$ cat config.mk
export PLATFORM = sky130hd
export DESIGN_NAME = pipe_stage_reg
export DESIGN_NICKNAME = d
export VERILOG_FILES = /design/src/rtl/pipe_stage_reg_pkg.sv /design/src/rtl/dffre_rv.sv /design/src/rtl/pipe_stage_reg.sv
export SDC_FILE = /design/constraint.sdc
export NUM_CORES = 1
export LEC_CHECK = 0
export BUFFER_PORTS_ARGS = -buffer_cell sky130_fd_sc_hd__clkbuf_2
export CORE_ASPECT_RATIO = 0.6
export CORE_MARGIN = 2
export CORE_UTILIZATION = 25
export CTS_CLUSTER_DIAMETER = 50
export DETAILED_ROUTE_END_ITERATION = 8
export PLACE_DENSITY_LB_ADDON = 0.08
export SETUP_SLACK_MARGIN = 0.5
export SYNTH_ARGS = -nofsm -noshare
export SYNTH_HDL_FRONTEND = slang
export SYNTH_SLANG_ARGS = --single-unit
$ cat constraint.sdc
create_clock -name clk -period 3.9 [get_ports clk]
set_input_delay 0.78 -clock clk [delete_from_list [all_inputs] [get_ports clk]]
set_output_delay 0.78 -clock clk [all_outputs]
set_load 0.05 [all_outputs]
$ cat src/rtl/pipe_stage_reg_pkg.sv
// Shared pipeline-stage definitions: occupancy state encodings used by the
// stage control FSM and exported on the count port.
package pipe_stage_reg_pkg;

  typedef enum logic [1:0] {
    ST_EMPTY = 2'd0,
    ST_ONE   = 2'd1,
    ST_TWO   = 2'd2
  } pipe_state_e;

endpackage

$ cat src/rtl/dffre_rv.sv
// Enable flop with synchronous clear and a parametric reset value; holds the
// payload for one pipeline slot.
module dffre_rv #(
  parameter int unsigned          WIDTH     = 32,
  parameter logic [WIDTH-1:0]     RESET_VAL = '0
) (
  input  logic             clk,
  input  logic             rst,
  input  logic             clr,
  input  logic             en,
  input  logic [WIDTH-1:0] d,
  output logic [WIDTH-1:0] q
);

  // Clear beats enable so a flush always wins over a same-cycle load.
  always_ff @(posedge clk or posedge rst) begin
    if (rst) begin
      q <= RESET_VAL;
    end else if (clr) begin
      q <= RESET_VAL;
    end else if (en) begin
      q <= d;
    end else begin
      q <= q;
    end
  end

endmodule

$ cat src/rtl/pipe_stage_reg.sv
// Pipeline stage register with valid/ready handshake, flush and an optional
// skid slot that registers in_ready to break the upstream ready path.
module pipe_stage_reg
  import pipe_stage_reg_pkg::*;
#(
  parameter int unsigned      WIDTH     = 32,
  parameter logic [WIDTH-1:0] RESET_VAL = '0,
  parameter bit               SKID      = 1'b1
) (
  input  logic             clk,
  input  logic             rst,
  input  logic             flush,
  input  logic             in_valid,
  output logic             in_ready,
  input  logic [WIDTH-1:0] in_data,
  output logic             out_valid,
  input  logic             out_ready,
  output logic [WIDTH-1:0] out_data,
  output logic [1:0]       count
);

  pipe_state_e      state_q;
  pipe_state_e      state_d;
  logic             in_fire;
  logic             out_fire;
  logic             main_en;
  logic             skid_en;
  logic             main_from_skid;
  logic [WIDTH-1:0] main_d;
  logic [WIDTH-1:0] main_q;
  logic [WIDTH-1:0] skid_q;

  assign in_fire  = in_valid && in_ready;
  assign out_fire = out_valid && out_ready;

  // Occupancy state register.
  always_ff @(posedge clk or posedge rst) begin
    if (rst) begin
      state_q <= ST_EMPTY;
    end else begin
      state_q <= state_d;
    end
  end

  // Next-state and data-slot enables; flush overrides every transfer.
  always_comb begin
    state_d        = state_q;
    main_en        = 1'b0;
    skid_en        = 1'b0;
    main_from_skid = 1'b0;
    if (flush) begin
      state_d = ST_EMPTY;
    end else begin
      case (state_q)
        ST_EMPTY: begin
          if (in_fire) begin
            state_d = ST_ONE;
            main_en = 1'b1;
          end else begin
            state_d = ST_EMPTY;
          end
        end
        ST_ONE: begin
          if (in_fire && out_fire) begin
            state_d = ST_ONE;
            main_en = 1'b1;
          end else if (in_fire) begin
            // Only reachable with a skid slot: in_ready is 0 here otherwise.
            state_d = ST_TWO;
            skid_en = 1'b1;
          end else if (out_fire) begin
            state_d = ST_EMPTY;
          end else begin
            state_d = ST_ONE;
          end
        end
        ST_TWO: begin
          if (out_fire) begin
            state_d        = ST_ONE;
            main_en        = 1'b1;
            main_from_skid = 1'b1;
          end else begin
            state_d = ST_TWO;
          end
        end
        default: begin
          state_d = ST_EMPTY;
        end
      endcase
    end
  end

  // Output decode from the registered state.
  always_comb begin
    out_valid = (state_q != ST_EMPTY);
    count     = state_q;
    out_data  = main_q;
  end

  assign main_d = main_from_skid ? skid_q : in_data;

  dffre_rv #(
    .WIDTH    (WIDTH),
    .RESET_VAL(RESET_VAL)
  ) u_main (
    .clk(clk),
    .rst(rst),
    .clr(flush),
    .en (main_en),
    .d  (main_d),
    .q  (main_q)
  );

  generate
    if (SKID) begin : g_skid
      logic in_ready_q;
      logic in_ready_d;

      // Ready is a registered copy of "next state has room".
      always_comb begin
        in_ready_d = (state_d != ST_TWO);
      end

      // Ready flop; comes out of reset accepting.
      always_ff @(posedge clk or posedge rst) begin
        if (rst) begin
          in_ready_q <= 1'b1;
        end else begin
          in_ready_q <= in_ready_d;
        end
      end

      assign in_ready = in_ready_q;

      dffre_rv #(
        .WIDTH    (WIDTH),
        .RESET_VAL(RESET_VAL)
      ) u_skid (
        .clk(clk),
        .rst(rst),
        .clr(flush),
        .en (skid_en),
        .d  (in_data),
        .q  (skid_q)
      );
    end else begin : g_noskid
      assign in_ready = !out_valid || out_ready;
      assign skid_q   = RESET_VAL;
    end
  endgenerate

endmodule

Word-level counts from Yosys, hierarchy flattened --
Index checks and enable logic that the tools add are counted.
Operators by class: eq/ne operators 3, reduce and logical (&&, ||, !) cells 7, muxes and demuxes 22
Operators by type and width (number):
- 32-bit two-way mux | 5
- 1-bit two-way mux | 11
- 2-bit two-way mux | 4
- 2-bit case mux with 3 select lines | 1
- 2-bit nonzero test | 3
- 1-bit logical AND | 3
- 1-bit case mux with 3 select lines | 1
- 2-bit by 1-bit == test with 1-bit output, second input constant | 1
- 2-bit == test, second input constant | 1
- 2-bit logical NOT | 1
- 2-bit != test, second input constant | 1
Word-level totals: bits in registers 67, logic and storage cells 36

Logic depth before layout (Yosys ltp) --
depth in word-level cells 8, gate-level depth with buffers 11, depth with buffers taken out 7

Hierarchy --
A second synthesis with hierarchy kept.
Second synthesis, totals: cells, all modules 267, area total of the unflattened synthesis 3413.3 µm²
Modules (own cells, without submodules):
- dffre_rv | area an instance 1327.5 µm², cells an instance 104, seq. area each 800.8 µm², instances 2
- pipe_stage_reg | area an instance 758.2 µm², cells an instance 59, seq. area each 76.3 µm², instances 1

Worst setup path after synthesis --
OpenSTA, ideal clock, no wires.
path kind register to register, start point reg state_q[1], in the netlist count[1], end point reg u_main.q[9], arrival 2.762 ns, clock period less this slack 2.914 ns, stages on the path, launching flop included 12, path slack 0.986 ns, path through dfrtp_1 buf_2 buf_1 or2_2 nand2_1 inv_1 ha_1 clkbuf_1 a21oi_1 a22oi_1 buf_2 a211oi_1
Between the ends: longest elaborated chain between the ends 8
RTL lines:
- from (decl) | RTL line pipe_stage_reg.sv:22 | pipe_state_e state_q;
- from (signal assigned) | RTL line pipe_stage_reg.sv:41 | state_q <= state_d;
- 2-bit nonzero test (*) | RTL line pipe_stage_reg.sv:95 | out_valid = (state_q != ST_EMPTY);
- via out_valid | RTL line pipe_stage_reg.sv:16 | output logic out_valid,
- 1-bit logical AND (*) | RTL line pipe_stage_reg.sv:34 | assign out_fire = out_valid && out_ready;
- 1-bit two-way mux | RTL line pipe_stage_reg.sv:78 | if (out_fire) begin
- 1-bit two-way mux | RTL line pipe_stage_reg.sv:54 | case (state_q)
- 1-bit two-way mux | RTL line pipe_stage_reg.sv:51 | if (flush) begin
- 32-bit two-way mux | RTL line pipe_stage_reg.sv:100 | assign main_d = main_from_skid ? skid_q : in_data;
- 32-bit two-way mux | RTL line dffre_rv.sv:21 | end else if (en) begin
- 32-bit two-way mux | RTL line dffre_rv.sv:19 | end else if (clr) begin
- to (signal assigned) | RTL line dffre_rv.sv:24 | q <= q;
- to (decl) | RTL line dffre_rv.sv:12 | output logic [WIDTH-1:0] q
The timed path passes the listed nets; every way through them passes the cells marked *. The select of a mux whose other input is x is not followed. A chain may end at the register's enable or synchronous reset.

Worst setup path in the final report --
start point reg state_q[1], in the netlist count[1], end point out count[1]
RTL lines:
- to (decl) | RTL line pipe_stage_reg.sv:19 | output logic [1:0] count
No word-level cell between the ends.

==> impl_metrics.xml <==
<?xml version="1.0" encoding="UTF-8"?>
<metrics>
  <group name="worst_hold_path">
    <metric name="worst_hold_path_type" unit="">flop to flop</metric>
    <metric name="holdPathEnd" unit="">g_skid.u_skid.q[28]</metric>
    <metric name="hold_path.startpoint" unit="">g_skid.u_skid.q[28]</metric>
    <metric name="whs_path_depth" unit="">1</metric>
  </group>
  <group name="floorplan">
    <metric name="coreArea" unit="µm²">13800</metric>
    <metric name="floorplan.die_area" unit="µm²">15300</metric>
    <metric name="floorplan.die.height" unit="µm">96.7</metric>
    <metric name="floorplan.die.width" unit="µm">158</metric>
    <metric name="floorplan.rows" unit="">33</metric>
    <metric name="initial_core_util" unit="%">25.9</metric>
    <metric name="ioPinCount" unit="">73</metric>
  </group>
  <group name="setup_path">
    <metric name="rr_startpoint" unit="">count[1]</metric>
    <metric name="crit_type" unit="">flop to output pin</metric>
    <metric name="timing.reg2reg.worst_path_depth" unit="">8</metric>
    <metric name="critical_path.startpoint_type" unit="">flop</metric>
    <metric name="slack_of_the_worst_reg_to_reg_path" unit="ns">1.35</metric>
    <metric name="crit_fanout" unit="">28</metric>
    <metric name="regToRegEndpoint" unit="">u_main.q[30]</metric>
    <metric name="cp.arrival" unit="ns">1.79</metric>
    <metric name="crit_required" unit="ns">3.12</metric>
    <metric name="timing.critical_path.to_type" unit="">output pin</metric>
  </group>
  <group name="synth">
    <metric name="postSynthRegisterBits" unit="">67</metric>
    <metric name="synth.net_count" unit="">329</metric>
    <metric name="async_reset_ff_share" unit="%">100</metric>
    <metric name="synth-seq-area-share" unit="%">46.9</metric>
    <metric name="syn-cell-area" unit="µm²">3580</metric>
    <metric name="synth_edf_count" unit="">0</metric>
    <metric name="netlist_instances" unit="">290</metric>
    <metric name="ys_warn_count" unit="">0</metric>
    <metric name="yosysUniqueCellTypes" unit="">29</metric>
    <metric name="average_instance_area_after_synthesis" unit="µm²">12.3</metric>
    <metric name="ys.flop_type" unit="">sky130_fd_sc_hd__dfrtp_1</metric>
  </group>
  <group name="clock_tree">
    <metric name="cts_tree" unit="">done</metric>
    <metric name="post_cts.resized_instances" unit="">0</metric>
    <metric name="tritoncts.num_buffers" unit="">9</metric>
    <metric name="insertion_delay" unit="ns">0.33</metric>
    <metric name="cts.root.buffer_cell" unit="">sky130_fd_sc_hd__clkbuf_16</metric>
    <metric name="cts_sinks" unit="">67</metric>
    <metric name="path_clk_slew" unit="ns">0.06</metric>
    <metric name="postCtsHoldBufs" unit="">0</metric>
    <metric name="cts.htree.levels" unit="">3</metric>
    <metric name="post-cts-setup-buffers" unit="">0</metric>
    <metric name="clk_path_buf_depth" unit="">2</metric>
  </group>
  <group name="global_routing">
    <metric name="global_route.overflow_total" unit="">0</metric>
    <metric name="grt_pass1_vias" unit="">2904</metric>
    <metric name="global_route.usage.total" unit="%">15.4</metric>
    <metric name="grt_max_degree" unit="">33</metric>
    <metric name="global_route_wire_length_before_repair" unit="µm">17800</metric>
    <metric name="grt_antenna_before_repair" unit="">0</metric>
  </group>
  <group name="placement">
    <metric name="routabilityCongestion" unit="">0.693</metric>
    <metric name="place_worst_setup_slack" unit="ns">1.23</metric>
    <metric name="post-dp-hpwl" unit="µm">7240</metric>
    <metric name="port_buffers" unit="">72</metric>
    <metric name="placed_cells_incl_taps" unit="">526</metric>
  </group>
  <group name="run_status">
    <metric name="run_status" unit="">complete, no violations</metric>
  </group>
  <group name="flow_run">
    <metric name="max_cap_viol_count" unit="">0</metric>
  </group>
  <group name="finish">
    <metric name="final_core_util" unit="%">31.9</metric>
    <metric name="multi_input_area" unit="µm²">1720</metric>
    <metric name="final_layout_size_suffix_gt1_share" unit="%">39.1</metric>
    <metric name="layout.filler_cells" unit="">1439</metric>
    <metric name="layout.nets" unit="">384</metric>
    <metric name="area_growth_syn_to_layout" unit="%">23.3</metric>
    <metric name="most_common_library_cell_in_the_layout_ignoring_fill_and_taps" unit="">sky130_fd_sc_hd__clkbuf_2</metric>
    <metric name="n_antenna_cell" unit="">0</metric>
    <metric name="stdcell_count" unit="">542</metric>
    <metric name="seq_area" unit="µm²">1680</metric>
    <metric name="layout_common_cells" unit="">sky130_fd_sc_hd__clkbuf_2 (72), sky130_fd_sc_hd__dfrtp_1 (65)</metric>
  </group>
  <group name="sta">
    <metric name="finalSetupViolations" unit="">0</metric>
    <metric name="finalHoldViolCount" unit="">0</metric>
    <metric name="post-route-worst-setup-slack" unit="ns">1.33</metric>
    <metric name="finalWorstPathRequiredPeriod" unit="ns">2.57</metric>
    <metric name="maxSlewHeadroom" unit="%">16.2</metric>
    <metric name="final_max_slew_viol_count" unit="">0</metric>
    <metric name="fin_skew" unit="ns">0.00644</metric>
    <metric name="rsz0062_at_grt" unit="">no</metric>
    <metric name="timing.setup.tns" unit="ns">0</metric>
    <metric name="finalCritPeriodShare" unit="%">66.0</metric>
    <metric name="fmaxAchievable" unit="MHz">389</metric>
    <metric name="timing_worst_slew_pin_value" unit="ns">1.26</metric>
  </group>
  <group name="power">
    <metric name="ir_drop" unit="mV">0.184</metric>
    <metric name="fin_total_pwr" unit="mW">2.28</metric>
    <metric name="p_leak" unit="nW">2.04</metric>
    <metric name="cellPowerDensity" unit="nW/µm²">515</metric>
  </group>
  <group name="routing">
    <metric name="detail_route.iter0.violations" unit="">172</metric>
    <metric name="drcViolationCount" unit="">0</metric>
    <metric name="detail_route.wl_per_cell" unit="µm">21.0</metric>
    <metric name="routed_wirelength" unit="µm">11400</metric>
    <metric name="detail_route.vias_per_cell" unit="">5.23</metric>
    <metric name="drt_pre_antenna_iters" unit="">5</metric>
    <metric name="detailroute.via_count" unit="">2837</metric>
    <metric name="route.antenna.remaining_nets" unit="">0</metric>
  </group>
</metrics>
metrics by stage:
step | instance area [µm²] | hold slack [ns]
2_1_floorplan | 3580 | 0.473
3_3_place_gp | 4100 | 0.487
3_5_place_dp | 4100 | 0.491
4_1_cts | 4410 | 0.507
5_1_grt | 4410 | 0.518
6_report | 4410 | 0.500
registers in the layout, indices dropped and copies added, names as in the netlist:
name,cells
count,2
in_ready,1
g_skid.u_skid.q,32
u_main.q,32
Yosys cell counts (all sizes together), types with 3 or more instances:
library cell	instances	area share (%)
buf	17	3.1
a22o	32	7.8
a211o	32	7.8
clkbuf	23	2.4
o32ai	32	7.8
inv	3	0.31
dfrtp	66	46
a211oi	32	11
a21oi	3	0.42
mux2i	32	8.9
worst max path at each step:
stage                     startpoint            to
after CTS                   count[1]      count[1]
after global routing        count[1]  u_main.q[31]
after global placement         flush  u_main.q[12]
after floorplan             count[1]   u_main.q[9]
after detailed placement       flush  u_main.q[20]
final                       count[1]      count[1]
metal layers:
| metal | vias to the layer above | GRT usage (%) | routed length (µm) |
|---|---|---|---|
| met5 | - | 0 | 0 |
| met1 | 1465 | 24.5 | 6040 |
| li1 | 1293 | - | - |
| met2 | 71 | 20.5 | 4730 |
| met3 | 8 | 4.08 | 550 |
| met4 | 0 | 2.98 | 85 |
critical path, stage by stage (launching register included):
cell and delay, ns:
sky130_fd_sc_hd__dfrtp_1 0.67, sky130_fd_sc_hd__buf_4 0.43, sky130_fd_sc_hd__clkbuf_2 0.35
power by group:
| part | total (mW) | switching, mW | internal [mW] | leakage (nW) |
|---|---|---|---|---|
| combinational | 0.599 | 0.409 | 0.190 | 0.988 |
| sequential | 0.819 | 0.0612 | 0.758 | 0.897 |
| clock | 0.857 | 0.291 | 0.565 | 0.156 |
| total | 2.28 | 0.762 | 1.51 | 2.04 |
area by class of cell:
class | count | area share [%]
clock buffers | 15 | 6.52
inverters | 3 | 0.255
multi-input cells | 180 | 38.9
well taps | 192 | 5.44
clock inverters | 1 | 0.680
repair buffers | 84 | 10.2
flip-flops and latches | 67 | 38.0
kinds of logic (layout without fill, tap and decap cells):
group,count (synthesis),in the layout,synth area share (%)
AO/OA/AOI/OAI,133,133,35.1
adder cells (fa/ha/maj),2,2,0.699
buffers and inverters,43,103,5.84
flip-flops,67,67,46.9
multiplexers,32,32,8.95
AND/OR/NAND/NOR,13,13,2.52
Power figures use the tool's default switching activity.
